<file path="src/rtl/boot_page_reader_pkg.sv">
// boot_page_reader_pkg: shared types and constants for the boot
// header reader (state encoding, header defaults, page codes).
package boot_page_reader_pkg;

  typedef enum logic [2:0] {
    S_IDLE,
    S_SETUP,
    S_RD_MAG,
    S_GAP,
    S_RD_PAGE,
    S_CHECK,
    S_DONE,
    S_ERR
  } state_e;

  localparam logic [15:0] MAGIC_DEF    = 16'hA55A;
  localparam logic [24:0] HDR_ADDR_DEF = 25'h1FF_FFF0;

  localparam logic [1:0] PAGE_FACTORY = 2'd0;
  localparam logic [1:0] PAGE_USER1   = 2'd1;
  localparam logic [1:0] PAGE_USER2   = 2'd2;

  function automatic logic is_busy(state_e s);
    return !(s inside {S_IDLE, S_DONE, S_ERR});
  endfunction

  function automatic logic is_read(state_e s);
    return s inside {S_RD_MAG, S_RD_PAGE};
  endfunction

endpackage

</file>
<file path="src/rtl/boot_page_reader_if.sv">
// boot_page_reader_if: asynchronous parallel-flash bus.
// master = reader (address/strobes out, data in); slave = flash.
interface boot_page_reader_if;

  logic [24:0] fsm_a;
  logic [15:0] fsm_d_in;
  logic        flash_cen;
  logic        flash_oen;
  logic        flash_wen;
  logic        flash_advn;
  logic        flash_clk;

  modport master (
    output fsm_a,
    output flash_cen,
    output flash_oen,
    output flash_wen,
    output flash_advn,
    output flash_clk,
    input  fsm_d_in
  );

  modport slave (
    input  fsm_a,
    input  flash_cen,
    input  flash_oen,
    input  flash_wen,
    input  flash_advn,
    input  flash_clk,
    output fsm_d_in
  );

endinterface

</file>
<file path="src/rtl/boot_page_reader_flash_rd_timer.sv">
// flash_rd_timer: access-time down-counter shared by both read states.
// Ports: clk_i/rst_ni; load_i arms T_ACC; en_i counts; expire_o = last cycle.
module flash_rd_timer #(
  parameter int unsigned T_ACC = 6
) (
  input  logic clk_i,
  input  logic rst_ni,
  input  logic load_i,
  input  logic en_i,
  output logic expire_o
);

  // Loaded one cycle before the strobe drops, so the count reaches
  // zero on exactly the T_ACC-th low cycle.
  localparam logic [3:0] LOAD_VAL = 4'(T_ACC - 1);

  logic [3:0] cnt_q, cnt_d;

  always_comb begin
    cnt_d = cnt_q;
    if (load_i) begin
      cnt_d = LOAD_VAL;
    end else if (en_i && cnt_q != 4'd0) begin
      cnt_d = cnt_q - 4'd1;
    end
  end

  always_ff @(posedge clk_i or negedge rst_ni) begin
    if (!rst_ni) begin
      cnt_q <= 4'd0;
    end else begin
      cnt_q <= cnt_d;
    end
  end

  assign expire_o = en_i && (cnt_q == 4'd0);

endmodule

</file>
<file path="src/rtl/boot_page_reader.sv">
// boot_page_reader: reads magic + page words of the boot header from
// flash and publishes the selected configuration page.
// Ports: clkin_50, sys_resetn (async low); rd_req start level;
// pfl_owns_bus lockout; flash (if master); pfl_str, wr_done,
// hdr_err, busy status outputs.
module boot_page_reader
  import boot_page_reader_pkg::*;
#(
  parameter logic [24:0] HDR_ADDR  = HDR_ADDR_DEF,
  parameter int unsigned T_ACC     = 6,
  parameter logic [15:0] MAGIC     = MAGIC_DEF,
  parameter int unsigned MAX_RETRY = 3
) (
  input  logic               clkin_50,
  input  logic               sys_resetn,
  input  logic               rd_req,
  input  logic               pfl_owns_bus,
  boot_page_reader_if.master flash,
  output logic [1:0]         pfl_str,
  output logic               wr_done,
  output logic               hdr_err,
  output logic               busy
);

  localparam int RW = (MAX_RETRY < 1) ? 1 : $clog2(MAX_RETRY + 1);
  localparam logic [24:0] PAGE_ADDR = HDR_ADDR + 25'd1;

  state_e state_q, state_d;

  logic          req_q, req_hist_q;
  logic [RW-1:0] retry_q, retry_d;
  logic [15:0]   mag_q, mag_d;
  logic [1:0]    page_q, page_d;
  logic [24:0]   addr_q, addr_d;
  logic          cen_q, oen_q, strb_d;
  logic [1:0]    str_q, str_d;
  logic          done_q, done_d;
  logic          err_q, err_d;
  logic          busy_q, busy_d;

  logic rise, abort;
  logic mag_ok, page_ok, retry_left;
  logic tmr_load, tmr_en, tmr_exp;

  assign rise       = req_q & ~req_hist_q;
  assign abort      = pfl_owns_bus | ~rd_req;
  assign mag_ok     = (mag_q == MAGIC);
  assign retry_left = (retry_q < RW'(MAX_RETRY));

  always_comb begin
    page_ok = 1'b0;
    unique case (page_q)
      PAGE_FACTORY,
      PAGE_USER1,
      PAGE_USER2: page_ok = 1'b1;
      default:    page_ok = 1'b0;
    endcase
  end

  // Timer is armed in the cycle before either read window.
  assign tmr_load = (state_q == S_SETUP) || (state_q == S_GAP);
  assign tmr_en   = is_read(state_q);

  flash_rd_timer #(
    .T_ACC (T_ACC)
  ) u_tmr (
    .clk_i    (clkin_50),
    .rst_ni   (sys_resetn),
    .load_i   (tmr_load),
    .en_i     (tmr_en),
    .expire_o (tmr_exp)
  );

  always_comb begin
    state_d = state_q;
    retry_d = retry_q;
    mag_d   = mag_q;
    page_d  = page_q;
    str_d   = str_q;
    err_d   = err_q;
    if (is_busy(state_q) && abort) begin
      state_d = S_IDLE;
    end else begin
      unique case (state_q)
        S_IDLE: begin
          if (rise && !pfl_owns_bus) begin
            state_d = S_SETUP;
            retry_d = '0;
            err_d   = 1'b0;
          end
        end
        S_SETUP: state_d = S_RD_MAG;
        S_RD_MAG: begin
          if (tmr_exp) begin
            mag_d   = flash.fsm_d_in;
            state_d = S_GAP;
          end
        end
        S_GAP: state_d = S_RD_PAGE;
        S_RD_PAGE: begin
          if (tmr_exp) begin
            page_d  = flash.fsm_d_in[1:0];
            state_d = S_CHECK;
          end
        end
        S_CHECK: begin
          unique case (1'b1)
            mag_ok && page_ok: begin
              str_d   = page_q;
              state_d = S_DONE;
            end
            mag_ok && !page_ok: begin
              str_d   = PAGE_FACTORY;
              err_d   = 1'b1;
              state_d = S_DONE;
            end
            !mag_ok && retry_left: begin
              retry_d = retry_q + RW'(1);
              state_d = S_SETUP;
            end
            default: begin
              str_d   = PAGE_FACTORY;
              err_d   = 1'b1;
              state_d = S_ERR;
            end
          endcase
        end
        S_DONE,
        S_ERR: begin
          if (!rd_req) begin
            state_d = S_IDLE;
          end
        end
        default: state_d = S_IDLE;
      endcase
    end
  end

  // Strobes/status are registered from the next state so every
  // output pin comes straight from a flop.
  assign strb_d = ~is_read(state_d);
  assign done_d = (state_d == S_DONE) || (state_d == S_ERR);
  assign busy_d = is_busy(state_d);

  always_comb begin
    addr_d = addr_q;
    if (state_d == S_SETUP) begin
      addr_d = HDR_ADDR;
    end else if (state_d == S_GAP) begin
      addr_d = PAGE_ADDR;
    end
  end

  always_ff @(posedge clkin_50 or negedge sys_resetn) begin
    if (!sys_resetn) begin
      state_q    <= S_IDLE;
      req_q      <= 1'b1;
      req_hist_q <= 1'b1;
      retry_q    <= '0;
      mag_q      <= 16'd0;
      page_q     <= 2'd0;
      addr_q     <= 25'd0;
      cen_q      <= 1'b1;
      oen_q      <= 1'b1;
      str_q      <= PAGE_FACTORY;
      done_q     <= 1'b0;
      err_q      <= 1'b0;
      busy_q     <= 1'b0;
    end else begin
      state_q    <= state_d;
      req_q      <= rd_req;
      req_hist_q <= req_q;
      retry_q    <= retry_d;
      mag_q      <= mag_d;
      page_q     <= page_d;
      addr_q     <= addr_d;
      cen_q      <= strb_d;
      oen_q      <= strb_d;
      str_q      <= str_d;
      done_q     <= done_d;
      err_q      <= err_d;
      busy_q     <= busy_d;
    end
  end

  assign flash.fsm_a      = addr_q;
  assign flash.flash_cen  = cen_q;
  assign flash.flash_oen  = oen_q;
  assign flash.flash_wen  = 1'b1;
  assign flash.flash_advn = 1'b0;
  assign flash.flash_clk  = 1'b0;

  assign pfl_str = str_q;
  assign wr_done = done_q;
  assign hdr_err = err_q;
  assign busy    = busy_q;

endmodule

</file>
<file path="src/flat_wrapper.sv">
// flat-port wrapper written by rule: the top's interface ports become plain ports
module boot_page_reader_flat import boot_page_reader_pkg::*;
#(
  parameter logic [24:0] HDR_ADDR  = HDR_ADDR_DEF,
  parameter int unsigned T_ACC     = 6,
  parameter logic [15:0] MAGIC     = MAGIC_DEF,
  parameter int unsigned MAX_RETRY = 3
)
  (clkin_50, sys_resetn, rd_req, pfl_owns_bus, pfl_str, wr_done, hdr_err, busy, flash_fsm_a, flash_flash_cen, flash_flash_oen, flash_flash_wen, flash_flash_advn, flash_flash_clk, flash_fsm_d_in);
  boot_page_reader_if flash_i ();
  input  logic clkin_50;
  input  logic sys_resetn;
  input  logic rd_req;
  input  logic pfl_owns_bus;
  output logic [1:0] pfl_str;
  output logic wr_done;
  output logic hdr_err;
  output logic busy;
  output wire logic [$bits(flash_i.fsm_a)-1:0] flash_fsm_a;
  output wire logic [$bits(flash_i.flash_cen)-1:0] flash_flash_cen;
  output wire logic [$bits(flash_i.flash_oen)-1:0] flash_flash_oen;
  output wire logic [$bits(flash_i.flash_wen)-1:0] flash_flash_wen;
  output wire logic [$bits(flash_i.flash_advn)-1:0] flash_flash_advn;
  output wire logic [$bits(flash_i.flash_clk)-1:0] flash_flash_clk;
  input wire logic [$bits(flash_i.fsm_d_in)-1:0] flash_fsm_d_in;
  assign flash_fsm_a = flash_i.fsm_a;
  assign flash_flash_cen = flash_i.flash_cen;
  assign flash_flash_oen = flash_i.flash_oen;
  assign flash_flash_wen = flash_i.flash_wen;
  assign flash_flash_advn = flash_i.flash_advn;
  assign flash_flash_clk = flash_i.flash_clk;
  assign flash_i.fsm_d_in = flash_fsm_d_in;
  boot_page_reader #(.HDR_ADDR(HDR_ADDR), .T_ACC(T_ACC), .MAGIC(MAGIC), .MAX_RETRY(MAX_RETRY)) u_core (.clkin_50(clkin_50), .sys_resetn(sys_resetn), .rd_req(rd_req), .pfl_owns_bus(pfl_owns_bus), .flash(flash_i), .pfl_str(pfl_str), .wr_done(wr_done), .hdr_err(hdr_err), .busy(busy));
endmodule
</file>
<file path="config.mk">
export PLATFORM = sky130hd
export DESIGN_NAME = boot_page_reader_flat
export DESIGN_NICKNAME = d
export VERILOG_FILES = /design/src/rtl/boot_page_reader_pkg.sv /design/src/rtl/boot_page_reader_if.sv /design/src/rtl/boot_page_reader_flash_rd_timer.sv /design/src/rtl/boot_page_reader.sv /design/src/flat_wrapper.sv
export SDC_FILE = /design/constraint.sdc
export NUM_CORES = 1
export LEC_CHECK = 0
export CORE_ASPECT_RATIO = 0.75
export CORE_MARGIN = 2
export CORE_UTILIZATION = 50
export DETAILED_ROUTE_END_ITERATION = 10
export PLACE_DENSITY = 0.82
export SLEW_MARGIN = 20
export SYNTH_ARGS = -nofsm -noshare
export SYNTH_HDL_FRONTEND = slang
export SYNTH_HIERARCHICAL = 1
export SYNTH_SLANG_ARGS = --single-unit
</file>
<file path="constraint.sdc">
create_clock -name clkin_50 -period 4.5 [get_ports clkin_50]
set_input_delay 1.125 -clock clkin_50 [delete_from_list [all_inputs] [get_ports clkin_50]]
set_output_delay 1.125 -clock clkin_50 [all_outputs]
set_load 0.01 [all_outputs]
</file>
Word level (Yosys, flattened, before mapping)
Index checks and enable logic that the tools add are counted.
W data, S select, Z words.
Operators by class
  add/sub/neg operators: 2
  $lt $le $gt $ge: 1
  equal/unequal tests: 19
  multiplexer cells: 19
  reductions and logical operators: 35
  bitwise gates (word level): 7
Operators with widths (count)
  $mux W25: 2
  $eq A3 B3 Y1 const B: 7
  $pmux W3 S7: 1
  $eq A16 B16 Y1 const B: 1
  $mux W3: 5
  $eq A3 B2 Y1 const B: 4
  $reduce_bool A2 Y1: 5
  $reduce_and A3 Y1: 3
  $mux W4: 2
  $pmux W2 S2: 2
  $reduce_and A4 Y1: 2
  $logic_and A1 B1 Y1: 7
  $eq A3 B1 Y1 const B: 2
  $logic_not A3 Y1: 2
  $pmux W3 S2: 1
  $reduce_bool A3 Y1: 2
  $reduce_or A2 Y1: 3
  $logic_not A1 Y1: 5
  $not A1 Y1: 5
  $logic_not A4 Y1: 1
  $mux W2: 2
  $ne A2 B2 Y1 const B: 2
  $reduce_bool A4 Y1: 1
  $sub A4 B1 Y4 const B: 1
  other kinds (12): 15
Word-level totals
  output and inout bits: 35
  register bits after elaboration: 60
  word-level logic and storage cells: 96
  bits of input ports: 20

Logic depth before layout (Yosys ltp)
Gate-level depths: netlist (run 1).
  depth in word-level cells: 12
  depth in mapped cells: 10
  gate-level depth less buffers: 9

Modules after synthesis
The synthesis (run 1) kept the hierarchy.
Modules (own cells, without submodules)
  boot_page_reader: area each 1790.5 µm², seq. area each 829.5 µm², cells each 150, instances 1
  flash_rd_timer: area each 230.2 µm², seq. area each 100.1 µm², cells each 23, instances 1

Worst setup path before layout (run 1)
No wires, ideal clock.
  path kind: input-to-reg
  start point: in pfl_owns_bus
  end point: reg u_core.retry_q[0]
  library setup time: 128 ps
  data required time: 4372 ps
  data arrival time: 2102 ps
  buffers on the path: 0
  slack: 2271 ps
  cell stages on the path: 5
  path through: o21ba_2 o21ai_0 a221o_1 o21ai_2 mux2_1
On the way
  longest elaborated chain between the ends: 4
  elaborated cells on any way between the ends: 7
  those cells by class: 1 x eq/ne; 2 x bitwise; 4 x reduce/logical
RTL lines
  from (decl): line flat_wrapper.sv:14  | input logic pfl_owns_bus;
  $logic_not A1 Y1 or $or A1 B1 Y1 (tied branches): line boot_page_reader.sv:86, boot_page_reader.sv:46
  $logic_and A1 B1 Y1, on equally long branches: line boot_page_reader.sv:86, boot_page_reader.sv:81
  $ne A2 B2 Y1 (no line) or $not A1 Y1 (tied branches)
  $reduce_and A4 Y1 (no line) (*)
  to (signal assigned): line boot_page_reader.sv:173  | retry_q <= retry_d;
  to (decl): line boot_page_reader.sv:31  | logic [RW-1:0] retry_q, retry_d;
Mark *: on every way between the ends. The rest lies on a longest branch, timed or not.
A chain may end at the register's enable or synchronous reset.

Worst setup path after layout (run 1)
  start point: reg u_core.state_q[2]
  end point: reg u_core.mag_q[4]
On the way
  elaborated cells on any way between the ends: 12
  those cells by class: 4 x eq/ne; 1 x bitwise; 7 x reduce/logical
RTL lines
  from (decl): line boot_page_reader.sv:28  | state_e state_q, state_d;
  from (signal assigned): line boot_page_reader.sv:170  | state_q <= state_d;
  $eq A3 B2 Y1 or $eq A3 B3 Y1 (tied branches): line boot_page_reader_pkg.sv:28  | return s inside {S_RD_MAG, S_RD_PAGE};
  $reduce_bool A2 Y1 (*): line boot_page_reader_pkg.sv:28
  net u_core.tmr_en: line boot_page_reader.sv:43  | logic tmr_load, tmr_en, tmr_exp;
  $logic_and A1 B1 Y1 (*): line boot_page_reader_flash_rd_timer.sv:36  | assign expire_o = en_i && (cnt_q == 4'd0);
  net u_core.tmr_exp: line boot_page_reader.sv:43
  $reduce_and A3 Y1 (no line) (*)
  to (signal assigned): line boot_page_reader.sv:174  | mag_q <= mag_d;
  to (decl): line boot_page_reader.sv:32  | logic [15:0] mag_q, mag_d;
The timed path passes the listed nets; every way through them passes the cells marked *.

==> key figures, run 1 <==
Run status
  • Result of the run: complete, no violations

Clocking
  • CTS tree: yes
  • Clock root cell: clkbuf_8
  • Clock latency of the later-clocked register in the worst-skew pair: 0.29 ns
  • CTS resizes: 0
  • Number of hold buffers added after cts: 0
  • Number of H-tree levels: 2
  • Cts bufs inserted: 5
  • Maximum root-to-sink buffer count: 2
  • Reg clk slew, reported paths: 0.08 ns
  • Buffers inserted by post-CTS timing repair: 0
  • Clk sink count: 37

Worst setup path
  • Family with the most delay on the worst path: simple AND/OR/NAND/NOR gates
  • Largest incremental delay on the critical path: 0.86 ns
  • Cell with the largest stage delay on the worst path: nor3b_4
  • Origin of the critical flop-to-flop path: u_core/state_q[2]
  • Worst setup slack for register-to-register paths: 1.46 ns
  • WP data arrival: 3.22 ns
  • CP dominant cell by count: nor3b_4
  • Setup crit end kind: register
  • Crit-path max FO: 17
  • Ordered list of cells on the worst path: xnor2_1, nor2_1, nand2_1, nor3_1, nor3b_4, nor3b_4, mux2_2
  • Worst Setup Start Kind: register
  • Crit Path Category: reg -> reg
  • Required time of the critical path: 4.68 ns
  • Depth of the most critical reg-to-reg path: 7
  • R2r endpoint: u_core/mag_q[4]
  • Buffer and inverter count on the worst path: 0

Final layout
  • # fillers: 284
  • Number of antenna cells inserted: 0
  • Final standard cell utilization of the core: 0.654
  • Proportion of layout cells with a drive suffix above 1: 0.222
  • Synthesis-to-finish area growth: 21.6%
  • Post-layout nets: 224

Logic synthesis
  • Number of distinct standard cells referenced by the synthesized netlist: 47
  • Yosys warning count: 6
  • Dominant cell type by area after synthesis: dfrtp_1
  • Synth area leaders: dfrtp_1, buf_4, mux2_4
  • Number of synthesized flops with an enable pin: 0
  • Number of register bits inferred by synthesis: 37
  • Synthesized instance count: 173
  • Per-instance average area after synthesis: 11.7 µm²
  • Most frequent cells after synthesis: dfrtp_1, buf_4, nor2_1
  • Portion of synthesized cell area occupied by the leading cell type: 0.421
  • Mapped cell area: 0.00202 mm²
  • Share of synthesized registers carrying an async set or reset: 1.00
  • Proportion of synthesized chip area in sequential cells: 0.460
  • Cell with the most instances after synthesis: dfrtp_1
  • Synth Flop Type: dfrtp_1

Power
  • Total power: 0.000705 W
  • Worst IR drop on VDD: 268 µV
  • Leak pwr: 1.11 nW
  • PwrDens: 287 mW/mm²

Timing
  • Slew @ Worst Pin: 1.01 ns
  • Final TNS setup: 0 ns
  • Maximum clock rate: 329 MHz
  • Number of pins exceeding their max-slew limit in the final report: 0
  • RSZ-0062 raised after global routing: no
  • Rel. slew slack: 0.328
  • Final clock period utilization by the worst path: 0.675
  • Final Hold Viols: 0
  • Fin crit period: 3.04 ns
  • Skew final: 0.00974 ns
  • Final Setup Violations: 0

Run
  • Max-cap viol count: 0

Global routing
  • Total global routing overflow: 0
  • Global-route wire length before repair: 7200 µm
  • Largest net degree at the start of global routing: 38
  • Initial antenna violation count: 0
  • Total global-route track usage: 0.207
  • Number of global-route vias before repair: 1444

Drt
  • Number of nets with antenna violations after detailed routing: 0
  • Routed length per instance: 16.4 µm
  • Drt pass-1 iters: 4
  • Total number of vias: 1349
  • DRC violations left: 0
  • 1st-iter DRT viols: 95
  • Total length of routed wires: 4190 µm
  • DR vias/cell: 5.29

Hold path
  • Worst min-delay path startpoint: u_core/req_q
  • Worst hold path depth: 0
  • Worst-case hold path end point: u_core/req_hist_q
  • Class of the tightest hold or removal check: reg -> reg

Floorplanning
  • Floorplan die height: 59.1 µm
  • Number of top-level pins: 55
  • Die Outline Area: 0.00457 mm²
  • Number of core rows: 19
  • Initial Utilization: 0.538
  • Core area: 0.00376 mm²
  • Horizontal die dimension: 77.4 µm

Placement
  • Number of buffers added on ports: 48
  • Placer's final routability congestion estimate: 0.970
  • HPWL Detailed: 3100 µm
[layout make-up]
type                            instances  area (µm²)  area share
Clock buffer                            5        68.8      0.0280
Tap cell                               52        65.1      0.0265
Multi-Input combinational cell        102         833       0.339
Timing Repair Buffer                   49         488       0.199
Clock inverter                          3        46.3      0.0188
Inverter                                7        26.3      0.0107
Sequential cell                        37         930       0.378
[report_power, final]
group	total [W]	switching, W	internal [W]
combinational	0.0000651	0.0000321	0.0000330
sequential	0.000350	0.00000934	0.000340
clock	0.000291	0.000125	0.000166
total	0.000705	0.000166	0.000539
[sequential cells by signal, summed over array words and instances (netlist names)]
name and flops:
u_core/req_hist_q 1, u_core/hdr_err 1, u_core/req_q 1, u_core/flash.flash_oen 1, u_core/busy 1, u_core/wr_done 1
u_core/u_tmr/cnt_q 4, u_core/page_q 2, u_core/retry_q 2, u_core/mag_q 16, u_core/flash.fsm_a 2, u_core/pfl_str 2
u_core/state_q 3
[stage by stage]
step | worst slack (ns) | hold slack (ns) | instances | instance area [µm²]
floorplan | 2.27 | 0.361 | 177 | 2040
CTS | 1.51 | 0.379 | 255 | 2460
finish | 1.46 | 0.379 | 255 | 2460
global route | 1.27 | 0.385 | 255 | 2460
global placement | 1.35 | 0.369 | 247 | 2340
detailed placement | 1.25 | 0.368 | 247 | 2340
[per-layer routing]
metal | wire length (µm) | track usage | up-vias
met1 | 1790 | 0.257 | 671
met3 | 219 | 0.0549 | 4
met4 | 30 | 0.0918 | 0
li1 | - | - | 628
met2 | 2160 | 0.348 | 46
met5 | 0 | 0 | -
[worst max-delay path by stage]
stage	start	endpoint	slack (ns)	cells past startpoint
final	u_core/state_q[2]	u_core/mag_q[4]	1.46	7
after global routing	u_core/state_q[2]	u_core/mag_q[3]	1.27	7
after CTS	u_core/state_q[2]	u_core/mag_q[7]	1.51	7
after detailed placement	rd_req	u_core/mag_q[5]	1.25	4
after global placement	rd_req	u_core/mag_q[6]	1.35	4
after floorplan	pfl_owns_bus	u_core/retry_q[0]	2.27	5
[layout by cell type, fill, tap and decap left out, types with 2 or more instances in the layout]
master and count:
a21oi_1 4, and4bb_2 3, clkbuf_8 5, clkdlybuf4s50_1 48, conb_1 6, dfrtp_1 34
dfstp_2 3, ha_1 2, inv_1 7, mux2_2 11, mux2_4 9, mux2i_1 2
nand2_1 8, nand3_1 4, nor2_1 14, nor3_1 3, nor3b_1 2, nor3b_4 2
o21a_1 2, o21ai_0 4, o21bai_1 2
[logic make-up after synthesis]
kind of cell,Yosys count,synth area share
other,2,0.00372
and+or+nand+nor,44,0.143
buffers and inverters,38,0.135
adders and majority gates,2,0.0124
DFF,37,0.460
muxes,23,0.144
xor gates and xnor gates,1,0.00434
AOI/OAI and AO/OA,26,0.0978
No activity file was read; power rests on OpenSTA's default activity.
==> run 2, diff against run 1 <==
Settings changed: CORE_UTILIZATION 50 to 43, PLACE_DENSITY 0.82 to 0.75.
Clock period 4.5 ns to 2.65 ns, I/O delays scaled along.
==> key figures, run 2 (synthesis results as in run 1) <==
Final layout
  • Post-layout nets: 228
  • Register with the most flip-flops: u_core/mag_q
  • Synthesis-to-finish area growth: 24.1%
  • Proportion of layout cells with a drive suffix above 1: 0.232
  • Number of antenna cells inserted: 0
  • Largest register FFs: 16
  • # fillers: 386
  • Most frequent cells in the layout: clkdlybuf4s50_1, dfrtp_1, nor2_1
  • Commonest non-fill, non-tap cell in the layout: clkdlybuf4s50_1
  • Largest regs: u_core/mag_q (16), u_core/u_tmr/cnt_q (4), u_core/state_q (3)

Floorplanning
  • Die Outline Area: 0.00527 mm²
  • Initial Utilization: 0.450
  • Floorplan die height: 63.4 µm
  • Number of top-level pins: 55
  • Core area: 0.00449 mm²
  • Horizontal die dimension: 83.2 µm
  • Number of core rows: 21

Drt
  • DR vias/cell: 4.97
  • 1st-iter DRT viols: 107
  • Drt pass-1 iters: 4
  • Total length of routed wires: 3770 µm
  • Number of nets with antenna violations after detailed routing: 0
  • Routed length per instance: 14.3 µm
  • DRC violations left: 0
  • Total number of vias: 1313

Global routing
  • Total global routing overflow: 0
  • Largest net degree at the start of global routing: 38
  • Number of global-route vias before repair: 1279
  • Global-route wire length before repair: 6350 µm
  • Initial antenna violation count: 0
  • Total global-route track usage: 0.153

Placement
  • Number of buffers added on ports: 48
  • Placer's final routability congestion estimate: 0.938
  • Worst setup slack before clock tree synthesis: 0.140 ns
  • HPWL Detailed: 2740 µm

Timing
  • Final Setup Violations: 0
  • Rel. slew slack: 0.638
  • Number of pins exceeding their max-slew limit in the final report: 0
  • Setup ws final: 0.353 ns
  • Final TNS setup: 0 ns
  • RSZ-0062 raised after global routing: no
  • Maximum clock rate: 435 MHz
  • Fin crit period: 2.30 ns
  • Slew @ Worst Pin: 0.543 ns
  • Final clock period utilization by the worst path: 0.867
  • Skew final: 0.00761 ns
  • Final Hold Viols: 0

Clocking
  • Clock root cell: clkbuf_8
  • Number of hold buffers added after cts: 0
  • Number of H-tree levels: 2
  • CTS tree: yes
  • Clk sink count: 37
  • Maximum root-to-sink buffer count: 2
  • Reg clk slew, reported paths: 0.07 ns
  • Cts bufs inserted: 5
  • Buffers inserted by post-CTS timing repair: 0
  • Clock latency of the later-clocked register in the worst-skew pair: 0.28 ns
  • CTS resizes: 0

Hold path
  • Worst hold path depth: 0
  • Class of the tightest hold or removal check: reg -> reg

Worst setup path
  • Setup crit end kind: register
  • Crit-path max FO: 3
  • WP data arrival: 2.46 ns
  • Cell with the largest stage delay on the worst path: dfrtp_1
  • Worst Setup Start Kind: register
  • Largest incremental delay on the critical path: 0.41 ns
  • Crit Path Category: reg -> reg
  • Required time of the critical path: 2.81 ns
  • Depth of the most critical reg-to-reg path: 9
  • Ordered list of cells on the worst path: xnor2_1, nor2_1, nand2_1, nor3_1, nor3b_1, o21ai_0, a21oi_1, o21ai_2, mux2_1

Power
  • PwrDens: 474 mW/mm²
  • Leak pwr: 1.14 nW
  • Worst IR drop on VDD: 338 µV

Run status
  • Result of the run: complete, no violations

Run
  • Max-cap viol count: 0
[run 2: where the power goes]
| part | leakage, nW | switching (W) | internal [W] |
|---|---|---|---|
| Sequential | 0.492 | 0.0000121 | 0.000578 |
| Clock | 0.0585 | 0.000183 | 0.000307 |
| Combinational | 0.590 | 0.0000530 | 0.0000564 |
| Total | 1.14 | 0.000248 | 0.000941 |
[run 2: worst paths after layout]
kind / from / slack (ns) / to
min: u_core/req_q / 0.38 / u_core/req_hist_q
max in group asynchronous: sys_resetn / 1.50 / u_core/flash.flash_oen
min in group asynchronous: sys_resetn / 0.80 / u_core/mag_q[3]
max: u_core/state_q[2] / 0.35 / u_core/retry_q[0]
min reg2reg: u_core/req_q / 0.38 / u_core/req_hist_q
max reg2reg: u_core/state_q[2] / 0.35 / u_core/retry_q[0]
[run 2: metrics by stage]
step,instances,total power [W],hold slack (ns),util,instance area [µm²]
3_3_place_gp,256,0.000709,0.368,0.532,2390
5_1_grt,264,0.00125,0.389,0.558,2510
2_1_floorplan,177,0.000660,0.361,-,2040
6_report,264,0.00119,0.381,0.558,2510
4_1_cts,264,0.00120,0.381,0.558,2510
3_5_place_dp,256,0.000711,0.370,0.532,2390
[run 2: layout make-up]
| class | instances | area, µm² | area share |
|---|---|---|---|
| Tap cell | 57 | 71.3 | 0.0284 |
| Timing Repair Buffer | 53 | 531 | 0.212 |
| Clock buffer | 7 | 86.3 | 0.0344 |
| Clock inverter | 1 | 30.0 | 0.0120 |
| Sequential cell | 37 | 930 | 0.371 |
| Inverter | 7 | 26.3 | 0.0105 |
| Multi-Input combinational cell | 102 | 833 | 0.332 |
[run 2: per-layer routing]
layer	up-vias	part of all wire	global-route usage
met5	-	0	0
met4	0	0.0048	0.0348
met3	2	0.089	0.0564
met2	45	0.42	0.220
met1	619	0.48	0.221
li1	647	-	-
[run 2: critical path, delay by kind of cell, from the launching register on]
family	cells	cell delay [ns]
compound gates	3	0.51
xor+xnor	1	0.14
flops	1	0.41
mux	1	0.32
simple gates	4	0.79
==> run 3, diff against run 2 <==
Settings changed: CAP_MARGIN set to 0.
==> results of run 3 <==
No change in the layout: final DEF, timing and power equal those of run 2.
==> edit: new RTL, flow settings as in run 3 <==
`MAX_RETRY` is set to 3 in 2 places; all go to 6.
--- a/src/rtl/boot_page_reader.sv
+++ b/src/rtl/boot_page_reader.sv
@@ -9,7 +9,7 @@
   parameter logic [24:0] HDR_ADDR  = HDR_ADDR_DEF,
   parameter int unsigned T_ACC     = 6,
   parameter logic [15:0] MAGIC     = MAGIC_DEF,
-  parameter int unsigned MAX_RETRY = 3
+  parameter int unsigned MAX_RETRY = 6
 ) (
   input  logic               clkin_50,
   input  logic               sys_resetn,
--- a/src/flat_wrapper.sv
+++ b/src/flat_wrapper.sv
@@ -4,7 +4,7 @@
   parameter logic [24:0] HDR_ADDR  = HDR_ADDR_DEF,
   parameter int unsigned T_ACC     = 6,
   parameter logic [15:0] MAGIC     = MAGIC_DEF,
-  parameter int unsigned MAX_RETRY = 3
+  parameter int unsigned MAX_RETRY = 6
 )
   (clkin_50, sys_resetn, rd_req, pfl_owns_bus, pfl_str, wr_done, hdr_err, busy, flash_fsm_a, flash_flash_cen, flash_flash_oen, flash_flash_wen, flash_flash_advn, flash_flash_clk, flash_fsm_d_in);
   boot_page_reader_if flash_i ();
Function: no difference found for any inputs over 10 cycles, from zero or initial values and one cycle with sys_resetn low; that may be too few to reach the edited logic, so the function may still have changed.
==> edit against run 3 <==
  * Hold slack worse by 0.012 ns
  * Power is 4.4% lower
  * Non-clock buffer count is 1 higher
  * Design area is 0.75% higher
  * Final cell count is 2.3% higher
  * Wire length is 0.90% lower
  * Synthesized area is 1.9% higher
  * Sequential share of layout area is 0.72 points higher
  * Worst setup slack worse by 0.017 ns
  * Clock power is 17% lower
  * Clock skew is 0.00087 ns higher
  * Sequential cell count is 1 higher
  * Largest power group unchanged
  * Highest routed layer unchanged
==> edit: results (changes against run 3) <==
Status: complete, no violations
Post-synthesis cell type count: 48 (+2.1%)
Clk_skew: 0.00848 ns (+0.000869 ns)
Num CTS Buffers: 5 (unchanged)
Post-DP HPWL: 2770 um (+0.80%)
Fraction of layout cells with a size suffix above 1: 21.1% (-2.1 points)
Worst reg2reg endpoint: u_core/retry_q[0]
All-Layer GR Usage: 15.1% (-0.18 points)
Synth warn: 6 (unchanged)
# diodes: 0 (unchanged)
Post-synth top cells: dfrtp_1 (35), buf_4 (28), nor2_1 (16)
Worst hold path type: flop to flop
Hold Startpoint: u_core/req_q
Total power: 1.14 mW (-4.4%)
Clk slew on worst S/H paths: 0.07 ns (about the same)
Prevailing post-synth register cell: dfrtp_1
Vias in the first global route: 1322 (+3.4%)
Worst Hold End: u_core/req_hist_q
WS Path Type: flop to flop
DR pass1 iterations: 4 (unchanged)
WP data arrival: 2.49 ns (+0.03 ns)
Clock root cell: clkbuf_8
RR Startpoint: u_core/state_q[2]
Largest net degree at the start of global routing: 39 (+2.6%)
Total wire length: 3730 um (-0.90%)
Worst-margin pin slew: 0.809 ns (+0.266 ns)
Nets: 234 (+2.6%)
Top fanout value on the critical path: 4 (+1)
Met1 Use GR: 19.8% (-2.3 points)
CTS max path bufs: 2 (unchanged)
Hold path depth: 0 (unchanged)
M3 GR Usage: 5.94% (+0.31 points)
Flop2flop setup slack: 0.34 ns (-0.02 ns)
Count of buffers from port buffering: 48 (unchanged)
Final GP Congestion: 0.863 (-7.9%)
Initial antenna violation count: 0 (unchanged)
Leak Pwr: 1.19 nW (+4.2%)
First-pass GRT wire length: 6370 um (+0.32%)
Peak VDD IR: 0.297 mV (-12%)
Drt via density: 5.11 (+2.8%)
Drt first-iter violations: 40 (-63%)
Clk Latency, worst-skew pair: 0.29 ns
Largest registers: u_core/mag_q x16, u_core/u_tmr/cnt_q x4
Largest cells by area after synthesis: dfrtp_1 (43%), buf_4 (10%), mux2_2 (6.6%)
Sequential fraction of the synthesis area: 46.4% (+0.35 points)
Cell depth of the worst flop-to-flop path: 10 (+1)
H-tree Lvls: 2 (unchanged)
Asr flop ratio synth: 100% (unchanged)
M2 GR Usage: 23.0% (+1.0 points)
-- edit: cell types whose count changed after synthesis, sizes merged, moves of 3 or more --
cell,delta
and3,+3
nand3,-3
nor2b,+3
nor3,-3
-- edit: report_power, final --
| part | internal, mW | leakage (nW) | switching, mW |
|---|---|---|---|
| Sequential | 0.601 | 0.497 | 0.0132 |
| Combinational | 0.0574 | 0.643 | 0.0566 |
| Clock | 0.209 | 0.0472 | 0.200 |
-- edit: stage by stage --
stage,std cells,hold slack (ns),util [%],cell area (um^2),worst slack (ns)
floorplan,184,0.354,-,2070,0.356
global placement,262,0.361,53.4,2430,0.190
detailed placement,262,0.361,53.4,2430,0.0942
CTS,270,0.372,55.5,2520,0.289
global route,270,0.382,55.6,2530,0.108
finish,270,0.369,55.6,2530,0.336
-- edit: logic make-up (layout without fill, tap and decap cells) --
logic type	count (synthesis)	count (layout)	synth area share, %
muxes	26	26	14.4
other	2	6	0.365
buffers and inverters	39	68	12.8
and+or+nand+nor	51	51	14.9
adders and majority gates	2	2	1.21
DFF	38	38	46.4
AOI/OAI and AO/OA	21	21	9.54
xor gates and xnor gates	1	1	0.425
-- edit: cell type report --
type / instances / area [um^2]
fill: 397 / 2020
sequential: 38 / 955
multi-input combinational: 107 / 862
timing repair buffer: 54 / 520
clock buffer: 6 / 82.6
tap: 57 / 71.3
inverter: 6 / 22.5
clock inverter: 2 / 12.5
-- edit: repair_timing --
| action | in CTS | in global routing |
|---|---|---|
| setup endpoints to repair | 0 | 2 |
| resized for setup | 0 | 1 |
| buffers inserted | 0 | 0 |
-- edit: routing by layer --
layer,wire length [um],vias up
li1,-,657
met1,1710,660
met2,1700,58
met3,271,6
met4,49,0
met5,0,-
-- edit: worst max-delay path, cell delays in order, from the launching register on --
cell and delay (ns):
dfrtp_1 0.41, xnor2_1 0.14, nor2_1 0.18, nand2_1 0.14, nor3_2 0.22, nor3b_1 0.20
o21ai_0 0.11, o2111ai_2 0.13, o2111a_2 0.30, o21ai_4 0.08, mux2_4 0.30
-- edit: worst max path at each step --
stage	end	cells past startpoint
after floorplan	u_core/mag_q[0]	10
after global placement	u_core/retry_q[1]	7
after detailed placement	u_core/retry_q[1]	7
after CTS	u_core/retry_q[0]	10
after global routing	u_core/retry_q[0]	10
final	u_core/retry_q[0]	10
